**src/rtl/dm_arbiter.sv**
```systemverilog
// dm_arbiter: round-robin arbiter sharing the single-port data memory between
// the CPU load/store stage (M0) and a debug/DMA master (M1).
// One transaction in flight at a time: IDLE -> ACCESS (gnt, DM access) -> RESP
// (rvalid, rdata/err). Misaligned or out-of-range accesses get err and never
// write the DM.
// Optional feature macro: DM_ARB_TRACE_EN prints one line per good store.
module dm_arbiter #(
  parameter int DEPTH_WORDS = 3072
) (
  input  logic        clk,
  input  logic        rst,
  input  logic        m0_req,
  input  logic        m0_we,
  input  logic [31:0] m0_addr,
  input  logic [31:0] m0_wdata,
  input  logic [31:0] m0_pc,
  input  logic        m1_req,
  input  logic        m1_we,
  input  logic [31:0] m1_addr,
  input  logic [31:0] m1_wdata,
  output logic        m0_gnt,
  output logic        m1_gnt,
  output logic        m0_rvalid,
  output logic        m1_rvalid,
  output logic [31:0] rdata,
  output logic        err,
  output logic        dm_we,
  output logic [31:0] dm_addr,
  output logic [31:0] dm_wdata,
  input  logic [31:0] dm_rdata
);

  localparam logic [31:0] ADDR_LIMIT = 32'(DEPTH_WORDS * 4);

  typedef enum logic [1:0] {IDLE, ACCESS, RESP} state_e;

  state_e      state_q;
  logic        last_q;      // id of the most recently granted master
  logic        id_q;        // id of the master owning the current transaction
  logic        we_q;
  logic        bad_q;
  logic        dm_we_q;
  logic [31:0] dm_addr_q;
  logic [31:0] dm_wdata_q;
  logic        m0_gnt_q, m1_gnt_q;
  logic        m0_rvalid_q, m1_rvalid_q;
  logic        err_q;

  logic        any_req_d;
  logic        win_d;
  logic        win_we_d;
  logic [31:0] win_addr_d;
  logic [31:0] win_wdata_d;
  logic        win_bad_d;

  // Round-robin pick of the winner and a mux of its request fields.
  always_comb begin
    // NOTE: every always_comb output gets a default first so no latch is inferred.
    any_req_d   = m0_req | m1_req;
    win_d       = (m0_req && m1_req) ? ~last_q : m1_req;
    win_we_d    = win_d ? m1_we    : m0_we;
    win_addr_d  = win_d ? m1_addr  : m0_addr;
    win_wdata_d = win_d ? m1_wdata : m0_wdata;
    win_bad_d   = (win_addr_d[1:0] != 2'b00) || (win_addr_d >= ADDR_LIMIT);
  end

  // Transaction FSM with all handshake and DM-side outputs registered.
  // NOTE: sequential state uses non-blocking assignments so every register
  // samples the pre-edge values, independent of statement order.
  always_ff @(posedge clk or negedge rst) begin
    if (!rst) begin
      state_q     <= IDLE;
      last_q      <= 1'b1;  // M0 wins the first tie after reset
      id_q        <= 1'b0;
      we_q        <= 1'b0;
      bad_q       <= 1'b0;
      dm_we_q     <= 1'b0;
      dm_addr_q   <= '0;
      dm_wdata_q  <= '0;
      m0_gnt_q    <= 1'b0;
      m1_gnt_q    <= 1'b0;
      m0_rvalid_q <= 1'b0;
      m1_rvalid_q <= 1'b0;
      err_q       <= 1'b0;
    end else begin
      // Pulses default low; the state decode below raises them for one cycle.
      dm_we_q     <= 1'b0;
      m0_gnt_q    <= 1'b0;
      m1_gnt_q    <= 1'b0;
      m0_rvalid_q <= 1'b0;
      m1_rvalid_q <= 1'b0;
      err_q       <= 1'b0;
      case (state_q)
        IDLE, RESP: begin
          // A req still high in RESP is a fresh request, so both states arbitrate.
          if (any_req_d) begin
            state_q    <= ACCESS;
            id_q       <= win_d;
            last_q     <= win_d;
            we_q       <= win_we_d;
            bad_q      <= win_bad_d;
            dm_addr_q  <= win_addr_d;
            dm_wdata_q <= win_wdata_d;
            dm_we_q    <= win_we_d & ~win_bad_d;
            m0_gnt_q   <= ~win_d;
            m1_gnt_q   <= win_d;
          end else begin
            state_q <= IDLE;
          end
        end
        ACCESS: begin
          // The DM captures address/data (and performs the store) at this edge.
          state_q     <= RESP;
          m0_rvalid_q <= ~id_q;
          m1_rvalid_q <= id_q;
          err_q       <= bad_q;
        end
        default: state_q <= IDLE;
      endcase
    end
  end

  // dm_rdata is only valid during RESP, so load data is passed through there.
  assign rdata     = (state_q == RESP && !we_q && !bad_q) ? dm_rdata : '0;
  assign m0_gnt    = m0_gnt_q;
  assign m1_gnt    = m1_gnt_q;
  assign m0_rvalid = m0_rvalid_q;
  assign m1_rvalid = m1_rvalid_q;
  assign err       = err_q;
  assign dm_we     = dm_we_q;
  assign dm_addr   = dm_addr_q;
  assign dm_wdata  = dm_wdata_q;

`ifdef DM_ARB_TRACE_EN
  logic [31:0] pc_q;

  // Latch the PC alongside the request; M1 has no PC and traces as 0.
  always_ff @(posedge clk or negedge rst) begin
    if (!rst) begin
      pc_q <= '0;
    end else if (state_q != ACCESS && any_req_d) begin
      pc_q <= win_d ? 32'h0 : m0_pc;
    end
  end

  // Print each good store at the end-of-ACCESS edge where the DM writes it.
  always_ff @(posedge clk) begin
    if (dm_we_q) begin
      $display("@%h: *%h <= %h", pc_q, dm_addr_q, dm_wdata_q);
    end
  end
`else
  // The PC is consumed only by the trace.
  logic unused_pc;
  assign unused_pc = ^m0_pc;
`endif

endmodule

```
**config.mk**
```make
export PLATFORM = sky130hd
export DESIGN_NAME = dm_arbiter
export DESIGN_NICKNAME = d
export VERILOG_FILES = /design/src/rtl/dm_arbiter.sv
export SDC_FILE = /design/constraint.sdc
export NUM_CORES = 1
export LEC_CHECK = 0
export ABC_CLOCK_PERIOD_IN_PS = 5000
export CELL_PAD_IN_SITES_DETAIL_PLACEMENT = 0
export CELL_PAD_IN_SITES_GLOBAL_PLACEMENT = 1
export CORE_MARGIN = 1
export CORE_UTILIZATION = 24
export DETAILED_ROUTE_END_ITERATION = 8
export HOLD_SLACK_MARGIN = 0.12
export PLACE_DENSITY_LB_ADDON = 0.1
export SYNTH_ARGS = -nofsm -noshare
export SYNTH_HDL_FRONTEND = slang
export SYNTH_SLANG_ARGS = --single-unit
```
**constraint.sdc**
```tcl
create_clock -name clk -period 5 [get_ports clk]
set_input_delay 1 -clock clk [delete_from_list [all_inputs] [get_ports clk]]
set_output_delay 1 -clock clk [all_outputs]
set_load 0.02 [all_outputs]
```
Yosys cells after proc, flatten, opt, wreduce, memory -nomap -nowiden
Cells that the tools add are included.
{ "word_totals": {"elab_cells": 48, "input_bits": 198, "out_inout_bits": 102, "ff_bits": 76} }
{ "op_classes": {"magnitude_cmp": 1, "n_eq_ne": 2, "mux": 16, "bitwise_logic": 6, "n_reduce_logical": 10} }
{ "ops": {"columns": ["cell", "count"], "rows": [
  ["$mux 32", 3],
  ["$ge 32x14->1 const B", 1],
  ["$mux 1", 12],
  ["$not 1->1", 4],
  ["$pmux 2 s2", 1],
  ["$logic_and 1x1->1", 3],
  ["$eq 2x1->1 const B", 1],
  ["$eq 2x2->1 const B", 1],
  ["$logic_not 1->1", 2],
  ["$logic_not 2->1", 1],
  ["$reduce_and 2->1", 1],
  ["$reduce_bool 2->1", 1],
  ["$reduce_or 2->1", 1],
  ["$and 1x1->1", 1],
  ["$logic_or 1x1->1", 1],
  ["$or 1x1->1", 1]
]} }

Logic depth before layout (Yosys ltp)
{ "depth": {"depth_word": 9, "depth_mapped": 7, "mapped_depth_nobuf": 5} }

Least setup slack after synthesis
No wires, ideal clock.
{ "synth_timing": {"path_kind": "reg2out", "from": "register state_q[0]", "to": "output rdata[10]", "path_slack_ns": 2.737, "arrival_ns": 1.263, "path_buffers": 1, "path_stages_with_launch": 4, "required_time_ns": 4.000, "path_cell_list": "dfrtp_1 > nor4b_2 > clkbuf_1 > and2_1"} }
{ "synth_via": {"elab_chain_len": 4} }
{ "synth_rtl": {"columns": ["element", "line", "source"], "rows": [
  ["start: declaration", "37", "state_e state_q;"],
  ["start signal: assignment", "72", "state_q <= IDLE;"],
  ["start signal: assignment", "97", "state_q <= ACCESS;"],
  ["start signal: assignment", "108", "state_q <= IDLE;"],
  ["$eq 2x2->1", "124", "assign rdata = (state_q == RESP && !we_q && !bad_q) ? dm_rdata : '0;"],
  ["$logic_and 1x1->1 (2 in a row)", "124", null],
  ["$mux 32", "124", null],
  ["end: declaration", "25", "output logic [31:0] rdata,"]
]} }
No other way between the ends.

Worst setup path in the final report
{ "layout_timing": {"from": "register state_q[0]", "to": "output rdata[4]"} }
Same word-level chain as after synthesis.

==> metrics <==
Antenna Nets Post-Route=0; CP Capture Type=output pin; Final GP Congestion=0.751; Bufs on Longest Clock Path=2; Seq cells post-synth=76; worst r2r path cells=4; Placement Setup Slack=1570 ps; top-count cell post-synth=dfrtp_1; Worst slew margin=27.4%; R2R Path End=dm_addr[1]; Final Hold Vio Count=0; initial antenna violation count=0; Pwr per Cell Area=344 mW/mm²; final worst-path cycle share=73.3%; Clock transition at path regs=60 ps; Synth Flop Type=dfrtp_1; top cells by area, synth=dfrtp_1, mux2i_1, a222oi_1; Worst path depth=3; GR Overflow Total=0; Worst path max stage delay=960 ps; Finished Core Util=47.4%; final hold slack=442 ps; worst vdd ir=142 µV; clk_lat worst skew=330 ps; Chip Width=123 µm; crit path kind=reg -> out; max-slew violation count=0; Wirelength per Cell=15.7 µm; min Tclk post-route=3660 ps; Tightest Pin Transition=1090 ps; CTS H-tree lvls=3; setup ws final=1340 ps; post_cts resized=0; register area=0.00190 mm²; final setup fails=0; number of remaining DRC errors=0; layout cells sized above 1=4.40%; multi-input logic area=0.00140 mm²; Clock Sink Count=76; Worst R2R Start=last_q; Port Buf Inserts=267; largest net degree at the start of global routing=103; top post-synthesis cells by count=dfrtp_1, nand2_1, and2_1, mux2i_1, o21ai_1; DRT Pass-1 Iters=7; initial core utilization=25.0%; Min-Delay Path Class=reg -> reg; crit-path max FO=32; first-pass GRT wire length=17800 µm; Gate Count Post-Synth=330; nets@finish=784; Ys Warns=0; Crit. Startpoint=state_q[0]; Buf+Inv Stages, Crit Path=1; Yosys top cell area share=53.2%; Fin Setup TNS=0 ps; Syn Area/Cell=10.7 µm²; WP data required=4000 ps; via count=3510; Synth area leader=dfrtp_1; Post-CTS Setup Bufs=0; r2r setup slk=3090 ps; # rows=43; Critical Path AT=2660 ps; drt via density=4.55; fmax=0.273 GHz; cell area after synthesis=0.00353 mm²; Setup Skew=4.52 ps; crit start category=flip-flop; Die H=123 µm; Syn Nets=528; Num CTS Buffers=9; ys async rst share=100%; ANT cells=0; GRT Total Usage=15.6%; CP endpoint=rdata[4]; final WL=12100 µm; I/O Pins=300; Max-Cap Viols=0; Iteration-0 DRC Markers=204; CP Cell Sequence=nor4b_4 > and2_1 > clkdlybuf4s50_1; number of enable flip-flop cells after synthesis=0; Netlist cell types=25; P_leak=2.89 nW; CTS Hold Bufs=0; number of global-route vias before repair=3398; Crit path max-delay family=simple AND/OR/NAND/NOR gates; core area=0.0141 mm²; die area=0.0152 mm²; status=finished, final reports clean; CTS root buf=clkbuf_16; RSZ-0062 raised after global routing=false; Final HPWL DP=9090 µm; CTS tree=built; slowest cell on the critical path=nor4b_4; Area Overhead vs Synth=89.3%; design area=0.00668 mm²; sequential share of the synthesized area=54.0%; placed cell area=0.00634 mm²; # fillers=1338
[worst min path at each step]
stage,end,cells after the start,startpoint,slack (ps)
global placement,m0_rvalid,1,id_q,430
global route,m0_rvalid,1,id_q,490
CTS,m0_rvalid,1,id_q,450
floorplan,state_q[1],1,state_q[1],410
finish,m0_rvalid,1,id_q,440
detailed placement,m0_rvalid,1,id_q,440
[worst register-to-register path, delay by kind of cell, from the launching register on]
kind	cells	cell delay [ps]
AO/OA/AOI/OAI	2	560
buffers and inverters	1	480
flip-flops	1	390
multiplexers	1	330
[layer usage]
layer,GRT usage (%),part of all wire (%)
met3,4.15,9.7
met1,17.8,38
met2,27.2,50
met5,0,0
met4,7.00,2.2
[power by group]
part | internal, mW | total, mW | leakage, nW | switching, mW
Sequential | 0.739 | 0.805 | 0.932 | 0.0666
Clock | 0.466 | 0.728 | 0.166 | 0.262
Combinational | 0.399 | 0.760 | 1.79 | 0.361
Total | 1.60 | 2.29 | 2.89 | 0.690
[cells in the final DEF (no fill, tap or decap)]
cell             netlist  final
a21boi_4               0      1
bufinv_16              0      2
dfrtp_1               75     75
clkbuf_16              0      9
clkdlybuf4s50_1        0    266
a22o_1                 1      1
dfstp_2                1      1
and2_1                34     34
inv_1                 32     32
nand2_1               36     36
buf_4                  0      4
o21ai_1               34     34
or2_4                  0      1
a21o_1                 2      2
nor3_1                 1      1
nor4b_4                0      1
nor4_1                10     10
nand4_1                1      1
a222oi_1              31     31
clkinv_4               0      1
nor2b_1                4      3
mux2i_1               34     34
clkbuf_8               0      2
and4_1                 2      2
inv_6                  0      1
and4b_1                1      1
nor3b_4                0      1
nor2_1                 2      2
clkinv_2               0      1
nor2b_2                0      1
[sequential cells by signal (all words and copies together) (netlist names)]
signal     cells
m1_gnt         1
err            1
bad_q          1
state_q        2
dm_addr       32
last_q         1
dm_wdata      32
id_q           1
we_q           1
dm_we          1
m0_rvalid      1
m1_rvalid      1
m0_gnt         1
[stage by stage]
step / instances / power [mW]
after floorplan: 330 / 1.15
after global placement: 755 / 1.58
after detailed placement: 755 / 1.59
after CTS: 771 / 2.33
after global routing: 771 / 2.41
final: 771 / 2.29
[kinds of logic after synthesis]
logic type | count (synthesis) | share of synthesized area, %
muxes | 34 | 9.65
buffers and inverters | 57 | 7.27
and+or+nand+nor | 94 | 14.6
DFF | 76 | 54.0
AOI/OAI and AO/OA | 69 | 14.5
[area by class of cell]
cell class | count | share of cell area, %
Timing Repair Buffer | 270 | 40.3
Sequential cell | 76 | 28.5
Inverter | 32 | 1.80
Clock inverter | 5 | 1.24
Clock buffer | 11 | 3.79
Multi-Input combinational cell | 197 | 21.0
Tap cell | 180 | 3.37
No activity file was read; power rests on OpenSTA's default activity.
